==> config.mk <==
export PLATFORM = sky130hd
export DESIGN_NAME = writeback_unit
export DESIGN_NICKNAME = d
export VERILOG_FILES = /design/src/rtl/writeback_unit.sv
export SDC_FILE = /design/constraint.sdc
export NUM_CORES = 1
export LEC_CHECK = 0
export ABC_AREA = 1
export BUFFER_PORTS_ARGS = -buffer_cell sky130_fd_sc_hd__buf_2
export CORE_MARGIN = 1
export CORE_UTILIZATION = 55
export CTS_BUF_LIST = sky130_fd_sc_hd__clkbuf_8 sky130_fd_sc_hd__clkbuf_16
export DETAILED_ROUTE_END_ITERATION = 16
export PLACE_DENSITY_LB_ADDON = 0.1
export SLEW_MARGIN = 30
export SYNTH_ARGS = -nofsm -noshare
export SYNTH_HDL_FRONTEND = slang
export SYNTH_SLANG_ARGS = --single-unit
==> constraint.sdc <==
create_clock -name clk -period 9.2 [get_ports clk]
set_clock_uncertainty 0.2 [all_clocks]
set_input_delay 0.92 -clock clk [delete_from_list [all_inputs] [get_ports clk]]
set_output_delay 0.92 -clock clk [all_outputs]
set_load 0.03 [all_outputs]
==> src/rtl/writeback_unit.sv <==
// Write-back stage: buffers ALU/load results in a small in-order FIFO and
// drains them into the register file as single-cycle WriteEnable pulses
// separated by at least one low cycle. Also flags read-after-write hazards
// for results that are still queued.
//
// state | meaning
// IDLE  | no write in flight; pop head when FIFO non-empty
// DRIVE | WriteEnable high for this one cycle
// GAP   | WriteEnable low, address/data held; may start the next pulse
module writeback_unit #(
   parameter int DATA_W = 16,
   parameter int ADDR_W = 4,
   parameter int DEPTH  = 4
) (
   input  logic                     clk,
   input  logic                     rst_n,
   input  logic                     alu_valid,
   output logic                     alu_ready,
   input  logic [ADDR_W-1:0]        alu_addr,
   input  logic [DATA_W-1:0]        alu_data,
   input  logic                     mem_valid,
   output logic                     mem_ready,
   input  logic [ADDR_W-1:0]        mem_addr,
   input  logic [DATA_W-1:0]        mem_data,
   input  logic                     flush,
   input  logic [ADDR_W-1:0]        readAddr1,
   input  logic [ADDR_W-1:0]        readAddr2,
   output logic                     hazard1,
   output logic                     hazard2,
   output logic [ADDR_W-1:0]        writeAddr,
   output logic [DATA_W-1:0]        writedata,
   output logic                     WriteEnable,
   output logic                     busy,
   output logic [$clog2(DEPTH):0]   count
);

   localparam int IDX_W = $clog2(DEPTH);
   localparam int PTR_W = IDX_W + 1;

   typedef enum logic [1:0] {IDLE, DRIVE, GAP} state_t;

   state_t              state, state_nxt;
   logic [ADDR_W-1:0]   addr_q [DEPTH];
   logic [DATA_W-1:0]   data_q [DEPTH];
   logic [PTR_W-1:0]    wptr, rptr;
   logic                full, empty, push, pop;
   logic [ADDR_W-1:0]   push_addr;
   logic [DATA_W-1:0]   push_data;
   logic [IDX_W-1:0]    head;

   assign count     = wptr - rptr;
   assign empty     = (wptr == rptr);
   assign full      = (count == PTR_W'(DEPTH));
   assign head      = rptr[IDX_W-1:0];

   // Load channel has fixed priority; no bypass when full even if popping.
   assign mem_ready = !full;
   assign alu_ready = !full && !mem_valid;
   assign push      = !flush && ((mem_valid && mem_ready) || (alu_valid && alu_ready));
   assign push_addr = mem_valid ? mem_addr : alu_addr;
   assign push_data = mem_valid ? mem_data : alu_data;
   assign busy      = !empty || (state != IDLE);

   // FIFO pointers; flush empties the queue and drops a same-cycle push
   always_ff @(posedge clk or negedge rst_n) begin
      if (!rst_n) begin
         wptr <= '0;
         rptr <= '0;
      end else if (flush) begin
         wptr <= '0;
         rptr <= '0;
      end else begin
         if (push) wptr <= wptr + 1'b1;
         if (pop)  rptr <= rptr + 1'b1;
      end
   end

   // FIFO storage; contents are only meaningful between rptr and wptr
   always_ff @(posedge clk) begin
      if (push) begin
         addr_q[wptr[IDX_W-1:0]] <= push_addr;
         data_q[wptr[IDX_W-1:0]] <= push_data;
      end
   end

   // Issue FSM state register
   always_ff @(posedge clk or negedge rst_n) begin
      if (!rst_n) state <= IDLE;
      else        state <= state_nxt;
   end

   // Issue FSM next state and pop decision; flush suppresses a new pulse
   always_comb begin
      state_nxt = state;
      pop       = 1'b0;
      case (state)
         IDLE: begin
            if (!empty && !flush) begin
               pop       = 1'b1;
               state_nxt = DRIVE;
            end
         end
         DRIVE: state_nxt = GAP;
         GAP: begin
            if (!empty && !flush) begin
               pop       = 1'b1;
               state_nxt = DRIVE;
            end else begin
               state_nxt = IDLE;
            end
         end
         default: state_nxt = IDLE;
      endcase
   end

   // Registered register-file write port; address/data hold between pulses
   always_ff @(posedge clk or negedge rst_n) begin
      if (!rst_n) begin
         WriteEnable <= 1'b0;
         writeAddr   <= '0;
         writedata   <= '0;
      end else begin
         WriteEnable <= pop;
         if (pop) begin
            writeAddr <= addr_q[head];
            writedata <= data_q[head];
         end
      end
   end

   // Hazards cover queued entries only; the driven entry has already left the FIFO
   always_comb begin
      logic [IDX_W-1:0] idx;
      hazard1 = 1'b0;
      hazard2 = 1'b0;
      idx     = '0;
      for (int i = 0; i < DEPTH; i++) begin
         idx = head + IDX_W'(i);
         if (PTR_W'(i) < count) begin
            if (addr_q[idx] == readAddr1) hazard1 = 1'b1;
            if (addr_q[idx] == readAddr2) hazard2 = 1'b1;
         end
      end
   end

endmodule

==> impl_metrics.env <==
export IMPL_synthCells=619
export IMPL_clk_pin_slew_worst_paths_ns=0.12
export IMPL_clock_sinks=109
export IMPL_min_to="state[1]"
export IMPL_grt_pass1_wl_mm=21.1
export IMPL_p_total_w=0.00207
export IMPL_seq_area_frac_synth_pct=57.7
export IMPL_fill_cells=820
export IMPL_drc_errors=0
export IMPL_p_int_w=0.00106
export IMPL_cts_resized=0
export IMPL_antenna_found_initial=0
export IMPL_grt_pass1_vias=4281
export IMPL_coreArea_um2=9370
export IMPL_clkPwrFrac_pct=13.7
export IMPL_nets=752
export IMPL_ios=82
export IMPL_vias=4451
export IMPL_first_pass_iters=6
export IMPL_tightest_slew_ns=0.789
export IMPL_cpMostUsedCell="nand2_1"
export IMPL_hold_depth=1
export IMPL_yosysWarnings=0
export IMPL_finalSetupViolCount=0
export IMPL_cp_start_kind="register"
export IMPL_min_period_ns=4.15
export IMPL_worstSetupPathType="register to output pin"
export IMPL_cts_path_max_buffers=2
export IMPL_grt_start_max_net_pins=49
export IMPL_p_seq_share_pct=34.9
export IMPL_gr_total_overflow=0
export IMPL_vias_per_cell=5.40
export IMPL_htree_levels=3
export IMPL_drive_above_1_share_pct=16.7
export IMPL_synth_edf_count=80
export IMPL_crit_path_cell_trace="buf_4 -> inv_2 -> nand2_1 -> nand3_1 -> nand2_1 -> nand2_1 -> nand2_1 -> nor2_1 -> nand3_1 -> nand2_1 -> inv_1 -> nand2_1 -> buf_2"
export IMPL_hpwl_mm=8.92
export IMPL_syn_nets=680
export IMPL_ir_worst_vdd_mv=0.231
export IMPL_timing_final_crit_share_pct=45.1
export IMPL_drt_total_wl_mm=12.9
export IMPL_slew_violations=0
export IMPL_slowest_stage="inv_2"
export IMPL_dieArea_um2=10300
export IMPL_cp_required_ns=8.08
export IMPL_yosys_most_used_dff="edfxtp_1"
export IMPL_hold_path_class="register to register"
export IMPL_cp_data_arrival_time_ns=3.03
export IMPL_fp_dieH_um=101
export IMPL_finalSetupTns_ns=0
export IMPL_synth_most_common_cell="nand2_1"
export IMPL_wire_per_inst_um=15.6
export IMPL_netlist_top_cells_count="nand2_1 (233), edfxtp_1 (80), nand3_1 (74)"
export IMPL_endpoint_kind="output pin"
export IMPL_postCtsSetupBuffers=0
export IMPL_reg2reg_from="rptr[1]"
export IMPL_detail_route_antenna_nets=0
export IMPL_cp_top_family="buffers and inverters"
export IMPL_combPwrFrac_pct=51.4
export IMPL_reg2reg_depth=8
export IMPL_fp_dieW_um=101
export IMPL_slowest_delay_ns=0.63
export IMPL_rrSetupSlack_ns=6.02
export IMPL_cts_root_buffer="clkbuf_8"
export IMPL_status="completed"
export IMPL_report_final_hold_viol_count=0
export IMPL_drt_iter0_markers=271
export IMPL_p_leak_nw=2.83
export IMPL_yosys_area_top_type="edfxtp_1"
export IMPL_drv_cap=0
export IMPL_ctsHoldBuffers=0
export IMPL_crit_fanout=48
export IMPL_power_density_nw_per_um2=339
export IMPL_antenna_cells=0
export IMPL_grtUsageTotal_pct=27.6
export IMPL_cts_tree="yes"
export IMPL_r2r_end="addr_q[1][1]"
export IMPL_clkLatencyLatePin_ns=0.38
export IMPL_initial_core_util_pct=57.8
export IMPL_synth_distinct_cells=26
export IMPL_async_flop_share_pct=26.6
export IMPL_synth_top_area_share_pct=44.3
export IMPL_p_switching_w=0.00100
export IMPL_num_rows=35
export IMPL_cts_buffers=9
export IMPL_syn_avg_cell_area_um2=8.76
export IMPL_syn_cell_area_um2=5420
export IMPL_hp_start="state[1]"
export IMPL_grt_setup_unrepaired="no"
export IMPL_crit_path_start="rptr[0]"
export IMPL_place_congestion=0.952
export IMPL_port_buffers=81
export IMPL_relSlewSlack_pct=47.4
export IMPL_fmax_mhz=241
export IMPL_sw_frac_of_total_pct=48.5
export IMPL_synthToLayoutAreaGrowth_pct=12.4
export IMPL_ys_ff_latch=109
export IMPL_synthTopCellsByArea="edfxtp_1 (44%), nand2_1 (16%), dfrtp_1 (13%)"
export IMPL_crit_buf_inv=4
kinds of logic (layout without fill, tap and decap cells):
kind of cell    after synthesis  in the layout  share of synthesized area, %
simple gates                374            374                          28.0
flops                       109            109                          57.7
compound gates               62             62                          6.21
buf+inv                      59            136                          4.94
fa+ha+maj                     8              8                          1.99
xor+xnor                      7              7                          1.13
state kept, by name, summed over array words and instances, names as in the netlist:
signal / flops
addr_q: 16
rptr: 3
state: 2
data_q: 64
writeAddr: 4
writedata: 16
wptr: 3
WriteEnable: 1
power by group through the flow:
stage                     logic, W  registers (W)  clock network [W]
after floorplan           0.000723       0.000791                  0
after global placement     0.00104       0.000728                  0
after detailed placement   0.00106       0.000731                  0
after CTS                  0.00106       0.000721           0.000287
after global routing       0.00120       0.000733           0.000303
final                      0.00106       0.000721           0.000282
metrics by stage:
stage	cells	hold WS, ns	util [%]	area (um2)	worst slack (ns)
5_1_grt	825	0.246	65.0	6090	4.71
4_1_cts	825	0.237	65.0	6090	4.93
6_report	825	0.235	65.0	6090	5.05
3_3_place_gp	809	0.214	62.9	5890	5.40
2_1_floorplan	619	0.202	-	5420	5.78
3_5_place_dp	809	0.221	63.0	5900	5.36
cell type report:
type	instances	area (um2)	area share, %
inverter	34	128	2.09
timing repair buffer	86	443	7.27
tap	129	161	2.65
multi-input combinational	451	2040	33.5
clock inverter	7	65.1	1.07
sequential	109	3130	51.3
clock buffer	9	124	2.03
per-layer routing:
metal	vias to the layer above	track usage, %	routed length [um]
met5	-	0	0
met4	0	9.70	174
met3	15	3.93	758
met2	155	43.9	5880
met1	2081	39.0	6080
li1	2200	-	-
worst max-delay path by stage:
stage | to | depth (start not counted) | slack [ns]
after floorplan | addr_q[0][0] | 10 | 5.78
after global routing | hazard2 | 13 | 4.71
after detailed placement | hazard2 | 11 | 5.36
after global placement | hazard2 | 11 | 5.40
final | hazard2 | 13 | 5.05
after CTS | hazard2 | 11 | 4.93
layout by cell type, fill, tap and decap left out, drive strengths merged:
master    n
nand4     2
a21oi     3
clkinv    3
fa        1
xor2      6
nand3    75
inv      38
nand2   237
clkbuf    9
buf      86
nor2     59
ha        7
o21ai    42
edfxtp   80
o22ai    16
xnor2     1
dfrtp    29
nor3      1
o31ai     1
Power figures use the tool's default switching activity.
